`src/rtl/ddr_cmd_sched_pkg.sv`:
```
// ddr_cmd_sched_pkg: DDR command encodings, CBA layout constants, clog2 helper and scheduler states
package ddr_cmd_sched_pkg;
  localparam logic [2:0] DDR_CMD_NOP   = 3'b111;
  localparam logic [2:0] DDR_CMD_ACT   = 3'b011;
  localparam logic [2:0] DDR_CMD_READ  = 3'b101;
  localparam logic [2:0] DDR_CMD_WRITE = 3'b100;
  localparam logic [2:0] DDR_CMD_PRE   = 3'b010;
  localparam logic [2:0] DDR_CMD_AR    = 3'b001;
  localparam logic [2:0] DDR_CMD_MRS   = 3'b000;
  localparam int CBA_CMD_W = 3;
  localparam int A10 = 10;
  function automatic int clog2(input int v);
    int r;
    r = 0;
    for (int i = 0; i < 31; i++) if ((1 << i) < v) r = i + 1;
    return r;
  endfunction
  typedef enum logic [2:0] {S_INIT, S_IDLE, S_AR_PRE, S_AR_WAIT, S_AR, S_RFC} state_e;
endpackage

```
`src/rtl/ddr_cmd_sched_if.sv`:
```
// ddr_cmd_sched_if: init, FML, CBA FIFO and refresh-status signals of the command scheduler
interface ddr_cmd_sched_if import ddr_cmd_sched_pkg::*; #(
  parameter int NUM_BANKS = 4,
  parameter int ROW_W = 13,
  parameter int COL_W = 7,
  parameter int AR_MAX = 4
);
  localparam int BA_W = clog2(NUM_BANKS);
  localparam int CBA_W = CBA_CMD_W + BA_W + ROW_W;
  localparam int ARP_W = clog2(AR_MAX + 1);
  logic init_done, init_req, init_ack, pulse78;
  logic fml_rd, fml_wr, fml_done, cba_full, cba_we, ar_overflow;
  logic [CBA_W-1:0] init_cba, cba_din;
  logic [ROW_W+BA_W+COL_W-1:0] fml_adr;
  logic [ARP_W-1:0] ar_pending;
  modport master (
    output init_done, init_req, init_cba, pulse78, fml_adr, fml_rd, fml_wr, cba_full,
    input  init_ack, fml_done, cba_we, cba_din, ar_pending, ar_overflow
  );
  modport slave (
    input  init_done, init_req, init_cba, pulse78, fml_adr, fml_rd, fml_wr, cba_full,
    output init_ack, fml_done, cba_we, cba_din, ar_pending, ar_overflow
  );
endinterface

```
`src/rtl/ddr_cmd_sched_bank_timer.sv`:
```
// ddr_bank_timer: one bank's open-row state and command-spacing down-counter
module ddr_bank_timer import ddr_cmd_sched_pkg::*; #(
  parameter int ROW_W = 13,
  parameter int T_RCD = 2,
  parameter int T_RP = 2
) (
  input  logic             clk,
  input  logic             reset,
  input  logic             act_i,
  input  logic             pre_i,
  input  logic [ROW_W-1:0] row_i,
  output logic             active_o,
  output logic             ready_o,
  output logic [ROW_W-1:0] row_o
);
  localparam int TW = clog2((T_RCD > T_RP ? T_RCD : T_RP) + 1);
  logic [TW-1:0] tmr_q, tmr_d;
  logic active_q, active_d;
  logic [ROW_W-1:0] row_q, row_d;
  always_comb begin
    tmr_d = act_i ? TW'(T_RCD - 1) : pre_i ? TW'(T_RP - 1) : tmr_q - TW'(tmr_q != '0);
    active_d = act_i | (active_q & ~pre_i);
    row_d = act_i ? row_i : row_q;
  end
  always_ff @(posedge clk or posedge reset)
    if (reset) begin
      tmr_q <= '0;
      active_q <= 1'b0;
      row_q <= '0;
    end else begin
      tmr_q <= tmr_d;
      active_q <= active_d;
      row_q <= row_d;
    end
  assign active_o = active_q;
  assign ready_o = tmr_q == '0;
  assign row_o = row_q;
endmodule

```
`src/rtl/ddr_cmd_sched.sv`:
```
// ddr_cmd_sched: open-row tracking DDR command scheduler with tRCD/tRP/tRFC spacing and refresh queue
module ddr_cmd_sched import ddr_cmd_sched_pkg::*; #(
  parameter int NUM_BANKS = 4,
  parameter int ROW_W = 13,
  parameter int COL_W = 7,
  parameter int T_RCD = 2,
  parameter int T_RP = 2,
  parameter int T_RFC = 8,
  parameter int AR_MAX = 4,
  parameter bit CLOSE_PAGE = 0
) (
  input logic clk,
  input logic reset,
  ddr_cmd_sched_if.slave bus
);
  localparam int BA_W = clog2(NUM_BANKS);
  localparam int CBA_W = CBA_CMD_W + BA_W + ROW_W;
  localparam int ARP_W = clog2(AR_MAX + 1);
  localparam int GW = clog2(T_RFC + 1);
  state_e state_q, state_d;
  logic [GW-1:0] gtmr_q, gtmr_d;
  logic [ARP_W-1:0] arp_q, arp_d;
  logic ovf_q, ovf_d, we_q, done_q, done_d, ack_q, ack_d;
  logic [CBA_W-1:0] din_q, din_d, word;
  logic [NUM_BANKS-1:0] act, pre, active, ready;
  logic [ROW_W-1:0] rows [NUM_BANKS];
  logic [ROW_W-1:0] row, col_a;
  logic [BA_W-1:0] ba;
  logic [COL_W-1:0] col;
  logic issue, dec, req, hit, go, fml_ok, full;
  assign {row, ba, col} = bus.fml_adr;
  assign req = bus.fml_rd | bus.fml_wr;
  assign hit = active[ba] && (rows[ba] == row);
  assign go = !bus.cba_full && (gtmr_q == '0);
  assign fml_ok = req && !done_q && ready[ba];
  assign full = arp_q == ARP_W'(AR_MAX);
  assign col_a = ROW_W'({col, 3'b000}) | (ROW_W'(CLOSE_PAGE) << A10);
  for (genvar b = 0; b < NUM_BANKS; b++) begin : g_bank
    ddr_bank_timer #(.ROW_W(ROW_W), .T_RCD(T_RCD), .T_RP(T_RP)) u_tmr (
      .clk(clk), .reset(reset), .act_i(act[b]), .pre_i(pre[b]), .row_i(row),
      .active_o(active[b]), .ready_o(ready[b]), .row_o(rows[b])
    );
  end
  // A request stays asserted during its fml_done cycle, so done_q/ack_q gate re-issue.
  always_comb begin
    state_d = state_q;
    word = '0;
    issue = 1'b0;
    act = '0;
    pre = '0;
    dec = 1'b0;
    ack_d = 1'b0;
    done_d = 1'b0;
    case (state_q)
      S_INIT: begin
        if (bus.init_req && !ack_q && go) begin
          issue = 1'b1;
          ack_d = 1'b1;
          word = bus.init_cba;
        end
        if (bus.init_done) state_d = S_IDLE;
      end
      S_IDLE:
        if (full) state_d = S_AR_PRE;
        else if (fml_ok && hit) begin
          issue = go;
          done_d = go;
          pre[ba] = go && CLOSE_PAGE;
          word = {bus.fml_rd ? DDR_CMD_READ : DDR_CMD_WRITE, ba, col_a};
        end else if (arp_q != '0 && !req) state_d = S_AR_PRE;
        else if (fml_ok && active[ba] && !CLOSE_PAGE) begin
          issue = go;
          pre[ba] = go;
          word = {DDR_CMD_PRE, ba, ROW_W'(0)};
        end else if (fml_ok && !active[ba]) begin
          issue = go;
          act[ba] = go;
          word = {DDR_CMD_ACT, ba, row};
        end
      S_AR_PRE:
        if (&ready && go) begin
          issue = 1'b1;
          pre = '1;
          word = {DDR_CMD_PRE, BA_W'(0), {ROW_W{1'b1}}};
          state_d = S_AR_WAIT;
        end
      S_AR_WAIT: if (&ready) state_d = S_AR;
      S_AR:
        if (go) begin
          issue = 1'b1;
          dec = 1'b1;
          word = {DDR_CMD_AR, BA_W'(0), ROW_W'(0)};
          state_d = S_RFC;
        end
      S_RFC: if (gtmr_q == '0) state_d = S_IDLE;
      default: state_d = S_INIT;
    endcase
  end
  always_comb begin
    gtmr_d = dec ? GW'(T_RFC - 1) : gtmr_q - GW'(gtmr_q != '0);
    arp_d = (bus.pulse78 && !dec && !full) ? arp_q + ARP_W'(1) :
            (dec && !bus.pulse78) ? arp_q - ARP_W'(1) : arp_q;
    ovf_d = ovf_q | (bus.pulse78 && full);
    din_d = issue ? word : din_q;
  end
  always_ff @(posedge clk or posedge reset)
    if (reset) begin
      state_q <= S_INIT;
      gtmr_q <= '0;
      arp_q <= '0;
      ovf_q <= 1'b0;
      we_q <= 1'b0;
      done_q <= 1'b0;
      ack_q <= 1'b0;
      din_q <= '0;
    end else begin
      state_q <= state_d;
      gtmr_q <= gtmr_d;
      arp_q <= arp_d;
      ovf_q <= ovf_d;
      we_q <= issue;
      done_q <= done_d;
      ack_q <= ack_d;
      din_q <= din_d;
    end
  assign bus.cba_we = we_q;
  assign bus.cba_din = din_q;
  assign bus.fml_done = done_q;
  assign bus.init_ack = ack_q;
  assign bus.ar_pending = arp_q;
  assign bus.ar_overflow = ovf_q;
endmodule

```
`src/flat_wrapper.sv`:
```
// flat-port wrapper written by rule: the top's interface ports become plain ports
module ddr_cmd_sched_flat import ddr_cmd_sched_pkg::*;
#(
  parameter int NUM_BANKS = 4,
  parameter int ROW_W = 13,
  parameter int COL_W = 7,
  parameter int T_RCD = 2,
  parameter int T_RP = 2,
  parameter int T_RFC = 8,
  parameter int AR_MAX = 4,
  parameter bit CLOSE_PAGE = 0
)
  (clk, reset, bus_init_done, bus_init_req, bus_init_cba, bus_pulse78, bus_fml_adr, bus_fml_rd, bus_fml_wr, bus_cba_full, bus_init_ack, bus_fml_done, bus_cba_we, bus_cba_din, bus_ar_pending, bus_ar_overflow);
  ddr_cmd_sched_if #(.NUM_BANKS(NUM_BANKS), .ROW_W(ROW_W), .COL_W(COL_W), .AR_MAX(AR_MAX)) bus_i ();
  input logic clk;
  input logic reset;
  input wire logic [$bits(bus_i.init_done)-1:0] bus_init_done;
  input wire logic [$bits(bus_i.init_req)-1:0] bus_init_req;
  input wire logic [$bits(bus_i.init_cba)-1:0] bus_init_cba;
  input wire logic [$bits(bus_i.pulse78)-1:0] bus_pulse78;
  input wire logic [$bits(bus_i.fml_adr)-1:0] bus_fml_adr;
  input wire logic [$bits(bus_i.fml_rd)-1:0] bus_fml_rd;
  input wire logic [$bits(bus_i.fml_wr)-1:0] bus_fml_wr;
  input wire logic [$bits(bus_i.cba_full)-1:0] bus_cba_full;
  output wire logic [$bits(bus_i.init_ack)-1:0] bus_init_ack;
  output wire logic [$bits(bus_i.fml_done)-1:0] bus_fml_done;
  output wire logic [$bits(bus_i.cba_we)-1:0] bus_cba_we;
  output wire logic [$bits(bus_i.cba_din)-1:0] bus_cba_din;
  output wire logic [$bits(bus_i.ar_pending)-1:0] bus_ar_pending;
  output wire logic [$bits(bus_i.ar_overflow)-1:0] bus_ar_overflow;
  assign bus_i.init_done = bus_init_done;
  assign bus_i.init_req = bus_init_req;
  assign bus_i.init_cba = bus_init_cba;
  assign bus_i.pulse78 = bus_pulse78;
  assign bus_i.fml_adr = bus_fml_adr;
  assign bus_i.fml_rd = bus_fml_rd;
  assign bus_i.fml_wr = bus_fml_wr;
  assign bus_i.cba_full = bus_cba_full;
  assign bus_init_ack = bus_i.init_ack;
  assign bus_fml_done = bus_i.fml_done;
  assign bus_cba_we = bus_i.cba_we;
  assign bus_cba_din = bus_i.cba_din;
  assign bus_ar_pending = bus_i.ar_pending;
  assign bus_ar_overflow = bus_i.ar_overflow;
  ddr_cmd_sched #(.NUM_BANKS(NUM_BANKS), .ROW_W(ROW_W), .COL_W(COL_W), .T_RCD(T_RCD), .T_RP(T_RP), .T_RFC(T_RFC), .AR_MAX(AR_MAX), .CLOSE_PAGE(CLOSE_PAGE)) u_core (.clk(clk), .reset(reset), .bus(bus_i));
endmodule
```
`config.mk`:
```
export PLATFORM = sky130hd
export DESIGN_NAME = ddr_cmd_sched_flat
export DESIGN_NICKNAME = d
export VERILOG_FILES = /design/src/rtl/ddr_cmd_sched_pkg.sv /design/src/rtl/ddr_cmd_sched_if.sv /design/src/rtl/ddr_cmd_sched_bank_timer.sv /design/src/rtl/ddr_cmd_sched.sv /design/src/flat_wrapper.sv
export SDC_FILE = /design/constraint.sdc
export NUM_CORES = 1
export LEC_CHECK = 0
export ABC_AREA = 1
export ABC_CLOCK_PERIOD_IN_PS = 2170
export BUFFER_PORTS_ARGS = -buffer_cell sky130_fd_sc_hd__buf_2
export CORE_AREA = 2 2 103 105
export CTS_CLUSTER_DIAMETER = 30
export DETAILED_ROUTE_END_ITERATION = 10
export DIE_AREA = 0 0 105 107
export GPL_ROUTABILITY_DRIVEN = 0
export PLACE_DENSITY = 0.75
export SLEW_MARGIN = 40
export SYNTH_ARGS = -nofsm -noshare
export SYNTH_HDL_FRONTEND = slang
export SYNTH_HIERARCHICAL = 1
export SYNTH_SLANG_ARGS = --single-unit
```
`constraint.sdc`:
```
create_clock -name clk -period 2.17 [get_ports clk]
set_input_delay 0.434 -clock clk [delete_from_list [all_inputs] [get_ports clk]]
set_output_delay 0.434 -clock clk [all_outputs]
set_load 0.01 [all_outputs]
```
# Word level (Yosys, flattened, before mapping)
# Cells that the tools add are included.
classes:
  bitwise: 16
  eq_ne: 14
  magnitude_cmp: 3
  n_addsub: 7
  muxes: 65
  reduce_logical: 39
op_table:
  columns: ["operator", "n"]
  rows:
  - ["$mux 18", 5]
  - ["$pmux 18 s4", 1]
  - ["$mux 4", 12]
  - ["$mux 17", 2]
  - ["$mux 3", 10]
  - ["$bmux 13 s2", 1]
  - ["$mux 13", 2]
  - ["$pmux 3 s6", 1]
  - ["$mux 1", 17]
  - ["$logic_and 1x1->1", 16]
  - ["$mux 16", 1]
  - ["$mux 2", 8]
  - ["$eq 13x13->1", 1]
  - ["$reduce_bool 2->1", 5]
  - ["$eq 3x3->1 const B", 3]
  - ["$logic_not 1->1", 8]
  - ["$logic_not 2->1", 4]
  - ["$ne 2x1->1 const B", 4]
  - ["$pmux 4 s2", 1]
  - ["$sub 2x1->2", 4]
  - ["$reduce_and 7->1", 1]
  - ["$eq 3x2->1 const B", 2]
  - ["$or 1x1->1", 6]
  - ["$and 1x1->1", 4]
  - ["21 further kinds", 25]
totals:
  wordCells: 164
  regBits: 96
  output_inout_bits: 25
  inputBits: 48

# Longest topological paths before layout
depth:
  ltp_word: 13
  depth_mapped: 18
  mapped_depth_nobuf: 17

# By module
# The synthesis kept the hierarchy.
modules_own_cells:
  columns: ["module", "area_per_inst_um2", "seq_area_each_um2", "cells_per_inst", "instances"]
  rows:
  - ["ddr_cmd_sched", 2717.6, 800.8, 453, 1]
  - ["ddr_bank_timer", 614.3, 400.4, 70, 4]

# Worst setup path after synthesis
# OpenSTA, ideal clock, no wires.
synth_path:
  path_kind: "reg-to-reg"
  startpoint: "register u_core.state_q[2]"
  endpoint: "register u_core.g_bank[0].u_tmr.row_q[10]"
  n_path_buf: 1
  period_less_slack_ns: 2.219
  setup_ns: 0.116
  t_arrival_ns: 2.103
  path_slack_ns: -0.049
  t_required_ns: 2.054
  stages_incl_launch_ff: 10
  path_cell_list: "dfrtp_1 nor3_1 nand2_1 a21oi_1 nand2_1 nor3_1 inv_2 buf_6 nand2_1 nand2_1"
synth_via:
  elab_chain_len: 2
synth_rtl:
  columns: ["element", "line_no", "rtl"]
  rows:
  - ["start: declaration", "ddr_cmd_sched.sv:20", "state_e state_q, state_d;"]
  - ["start signal: assignment", "ddr_cmd_sched.sv:117", "state_q <= state_d;"]
  - ["$eq 3x1->1", "ddr_cmd_sched.sv:54", "case (state_q)"]
  - ["$mux 4", "ddr_cmd_sched.sv:54", null]
  - ["via u_core.act[0]", "ddr_cmd_sched.sv:25", "logic [NUM_BANKS-1:0] act, pre, active, ready;"]
  - ["end signal: assignment", "ddr_cmd_sched_bank_timer.sv:33", "row_q <= row_d;"]
  - ["end: declaration", "ddr_cmd_sched_bank_timer.sv:19", "logic [ROW_W-1:0] row_q, row_d;"]
# The timed path passes the listed nets, and every way through them passes these cells.
# A chain may end at the register's enable or synchronous reset.

# Worst setup path after layout
layout_path:
  startpoint: "register u_core.state_q[0]"
  endpoint: "register u_core.g_bank[0].u_tmr.row_q[9]"
# Same word-level chain as after synthesis.

==> flow_results.org <==
** Worst setup path
- Standard cell with the maximum stage delay on the critical path :: sky130_fd_sc_hd__dfrtp_1
- The setup path with the least slack is of type reg -> reg.
- In this run the worst path has a maximum fanout of 15.
- By instance count, the cell type seen most on the critical path is sky130_fd_sc_hd__nand2_1.
- Together, buffers and inverters on the worst path number 3.
- Walking the worst path, the cells encountered are inv_1 -> nor3_2 -> nand2_1 -> a21oi_1 -> nand2_2 -> nor3_2 -> buf_4 -> inv_2 -> nand2_1 -> nand2_1.
- The worst setup path is captured at a register.
- Element type at the critical path start :: register
- For the worst setup path, the data required time is ~2.4 ns.
- Largest stage delay on the critical path :: 0.43 ns
- Among cell families on the critical path, the largest total delay comes from simple AND/OR/NAND/NOR gates.
- Data arrives at the worst endpoint at 2.36 ns.

** STA
- At the pin with the least slew margin, the transition time is approximately 0.75 ns.
- Across all hold checks on the routed design, the worst slack comes to 0.174 ns.
- Remaining max-slew budget at the tightest pin :: 0.500
- FMAX :: about 480 MHz
- Total Negative Setup Slacks :: 0 ns
- RSZ-0062 raised after global routing :: true
- Setup violations remaining at the end of the flow were counted as 0.
- After layout, the minimum clock period comes to ~2.1 ns.
- Part of the cycle the worst path needs :: 0.964
- The total count of hold-check failures in the final report was 0.
- The number of pins exceeding their max-slew limit in the final report came to 0.
- For the final database, setup skew stands at a little over 0.01 ns.

** Placement
- Buffers added on ports :: 72
- Half-perimeter wire length after placement :: 10.5 mm
- Number of placed instances with taps included :: 946

** Yosys
- Sorting the synthesized cells by how often they occur yields sky130_fd_sc_hd__nand2_1, sky130_fd_sc_hd__dfrtp_1, sky130_fd_sc_hd__nor2_1.
- Largest family of logic cells by synthesized area :: simple AND/OR/NAND/NOR gates
- Of the post-synthesis cell area, the dominant cell type holds 0.464.
- The average instance in the mapped netlist occupies 7.06 µm².
- Post-synthesis sequential area ratio :: 0.464
- Yosys cell types :: 32
- In this run, synthesis produced a sequential element count of 96.
- Async S/R FF share, synth :: 1.00
- EDFF count, synth :: 0
- Top post-synthesis cells by area :: sky130_fd_sc_hd__dfrtp_1, sky130_fd_sc_hd__nand2_1, sky130_fd_sc_hd__nor2_1
- Synth Area in XOR/XNOR :: 0.00508
- Of the total synthesized cell area, the portion taken by full adders, half adders and majority gates is 0.00870.
- When the netlist entered floorplanning its net count stood at 784.
- Portion of netlist area occupied by mux cells :: 0.00435
- The cell count after synthesis came out at 733.
- The compound-cell area share of the yosys netlist came to 0.0319.
- Simple-gate share of the synthesized area :: 0.414
- Most common cell in the netlist :: sky130_fd_sc_hd__nand2_1
- Area of the mapped netlist :: ~5200 µm²
- For this run, the number of Yosys warnings is 6.
- Of all cell types, the one taking the most synthesized area is sky130_fd_sc_hd__dfrtp_1.
- For this run, the leading register cell type out of synthesis is sky130_fd_sc_hd__dfrtp_1.

** Cells and area
- Share of post-route cells with drive strength above 1 :: 0.190
- Diode insertion count for antenna repair :: 0
- Number of nets in the layout :: 877
- Measured on the finished design, the core utilization comes to 0.606.
- Layout-stage area growth over the synthesis result :: 18.2%
- Excluding fillers, the count of instances in the completed layout stands at 967.

** Clocking
- Clk sink count :: 96
- Clock latency reported for the late side of the worst-skew pair :: 0.37 ns
- H-tree depth :: 3
- Clock tree synthesis selected as its root buffer the cell sky130_fd_sc_hd__clkbuf_8.
- CTS buffer count :: 9
- The clock passes through at most 2 buffers.
- After clock tree synthesis, the clock-pin slew on the worst setup and hold paths is 0.10 ns.
- TritonCTS built the clock tree.
- After clock tree synthesis, the flow added hold-fix buffers numbering 0.

** Flow run
- Max-cap violations in this run came to 0.

** Global route
- Maximum number of pins on one net before global-route repair :: 33
- In the global route stage, overall resource usage came out at 0.270.
- Vias in the first global route :: 5,010
- Number of antenna violations at the first check in global routing :: 0
- Summed over all layers, the global routing overflow is 0.
- Global-route wire length before repair :: between 20 and 25 mm

** Die
- The die is 105 µm wide.
- Site row count :: 37
- Die footprint :: 11,200 µm²
- # IOs :: 73
- After floorplanning, the core was sized to cover roughly 10,000 µm².
- The initial utilization of the core area, before any placement, comes to 0.513.
- Measured along the y axis, the die boundary spans 107 µm.

** Route
- Number of DRC markers after the initial detailed-route iteration :: 419
- Number of remaining DRC errors :: 0
- Via total after detailed routing :: 5,132
- Routed vias/inst :: 5.31
- Before antenna repair, the detailed router went through 6 iterations.
- Total Routed Length :: approximately 15 mm
- Dividing the detail-routed wire length by the instance count gives ~15 µm.
- Antenna violation net count after detailed routing :: 0

** Power
- Power consumption :: 0.00521 W
- Max IR drop VDD :: 0.532 mV
- Leakage power total :: 3.53 nW
- Pwr/cell area :: 852 nW/µm²

** Hold path
- Path category of the worst min-delay check :: in -> async

** Status
- The run finished with clean final reports.
==> per-layer routing <==
metal / GRT usage / share of wire / vias to the layer above / wire, µm
li1: - / - / 2445 / -
met1: 0.338 / 0.41 / 2441 / 5990
met2: 0.454 / 0.49 / 205 / 7130
met3: 0.0395 / 0.061 / 41 / 889
met4: 0.147 / 0.038 / 0 / 556
met5: 0 / 0 / - / 0
==> through the flow <==
step / setup WS, ns / instance area (µm²)
finish: 0.0782 / 6120
global route: -0.0331 / 6120
CTS: 0.00647 / 6080
detailed placement: -0.131 / 5800
global placement: -0.103 / 5800
floorplan: -0.0494 / 5170
==> power by group <==
part / total, W / leakage, nW / switching (W) / internal, W
sequential: 0.00231 / 1.29 / 0.000220 / 0.00209
combinational: 0.00146 / 2.12 / 0.000877 / 0.000583
clock: 0.00144 / 0.124 / 0.000639 / 0.000798
==> timing repair <==
action | in CTS | in global routing
buffers inserted | 3 | 3
pin swaps | 0 | 10
endpoints found under the setup margin | 18 | 83
gates resized for setup | 2 | 15
==> flip-flops by register name (all words and copies together) (netlist names) <==
name,count
u_core/g_bank.u_tmr/row_o,52
u_core/state_q,3
u_core/bus.ar_overflow,1
u_core/g_bank.u_tmr/active_o,4
u_core/bus.ar_pending,3
u_core/bus.cba_we,1
u_core/bus.init_ack,1
u_core/g_bank.u_tmr/tmr_q,8
u_core/gtmr_q,4
u_core/bus.fml_done,1
u_core/bus.cba_din,18
==> cell usage in the layout, fill, tap and decap left out, types with 10 or more instances in the layout <==
master	count
sky130_fd_sc_hd__nand2_1	411
sky130_fd_sc_hd__dfrtp_1	95
sky130_fd_sc_hd__buf_2	72
sky130_fd_sc_hd__nor2_1	44
sky130_fd_sc_hd__inv_1	35
sky130_fd_sc_hd__nand3_1	31
sky130_fd_sc_hd__buf_4	31
sky130_fd_sc_hd__inv_2	12
sky130_fd_sc_hd__nand3b_1	12
sky130_fd_sc_hd__clkbuf_8	10
==> final cells by class <==
type	instances	area, µm²
fillers	928	3970
multi-input cells	562	2440
flip-flops and latches	96	2400
repair buffers	107	664
inverters	50	190
well taps	136	170
clock buffers	11	141
clock inverters	5	104
==> worst reg2reg max path, cell delays in order, from the launching register on <==
cell and delay (ns):
sky130_fd_sc_hd__dfrtp_1 0.43, sky130_fd_sc_hd__inv_1 0.10, sky130_fd_sc_hd__nor3_2 0.21, sky130_fd_sc_hd__nand2_1 0.11
sky130_fd_sc_hd__a21oi_1 0.23, sky130_fd_sc_hd__nand2_2 0.18, sky130_fd_sc_hd__nor3_2 0.26, sky130_fd_sc_hd__buf_4 0.16
sky130_fd_sc_hd__inv_2 0.13, sky130_fd_sc_hd__nand2_1 0.10, sky130_fd_sc_hd__nand2_1 0.07
==> kinds of logic after synthesis <==
logic type                 count (synthesis)
buffers and inverters                     75
xor gates and xnor gates                   3
AOI/OAI and AO/OA                         24
and+or+nand+nor                          530
muxes                                      2
adders and majority gates                  3
DFF                                       96
==> path summary, 6_finish.rpt <==
check                                                start                          endpoint  slack (ns)  cells past startpoint
max                                      u_core/state_q[0]   u_core/g_bank[0].u_tmr/row_o[9]        0.08                     10
min                                                  reset  u_core/g_bank[3].u_tmr/row_o[11]        0.17                      2
min in group clk                                bus_fml_rd            u_core/bus.cba_din[15]        0.35                      3
max reg2reg                              u_core/state_q[0]   u_core/g_bank[0].u_tmr/row_o[9]        0.08                     10
min reg2reg                u_core/g_bank[2].u_tmr/row_o[4]   u_core/g_bank[2].u_tmr/row_o[4]        0.48                      2
max in group asynchronous                            reset   u_core/g_bank[2].u_tmr/row_o[7]        1.47                      2
Power figures use the tool's default switching activity.
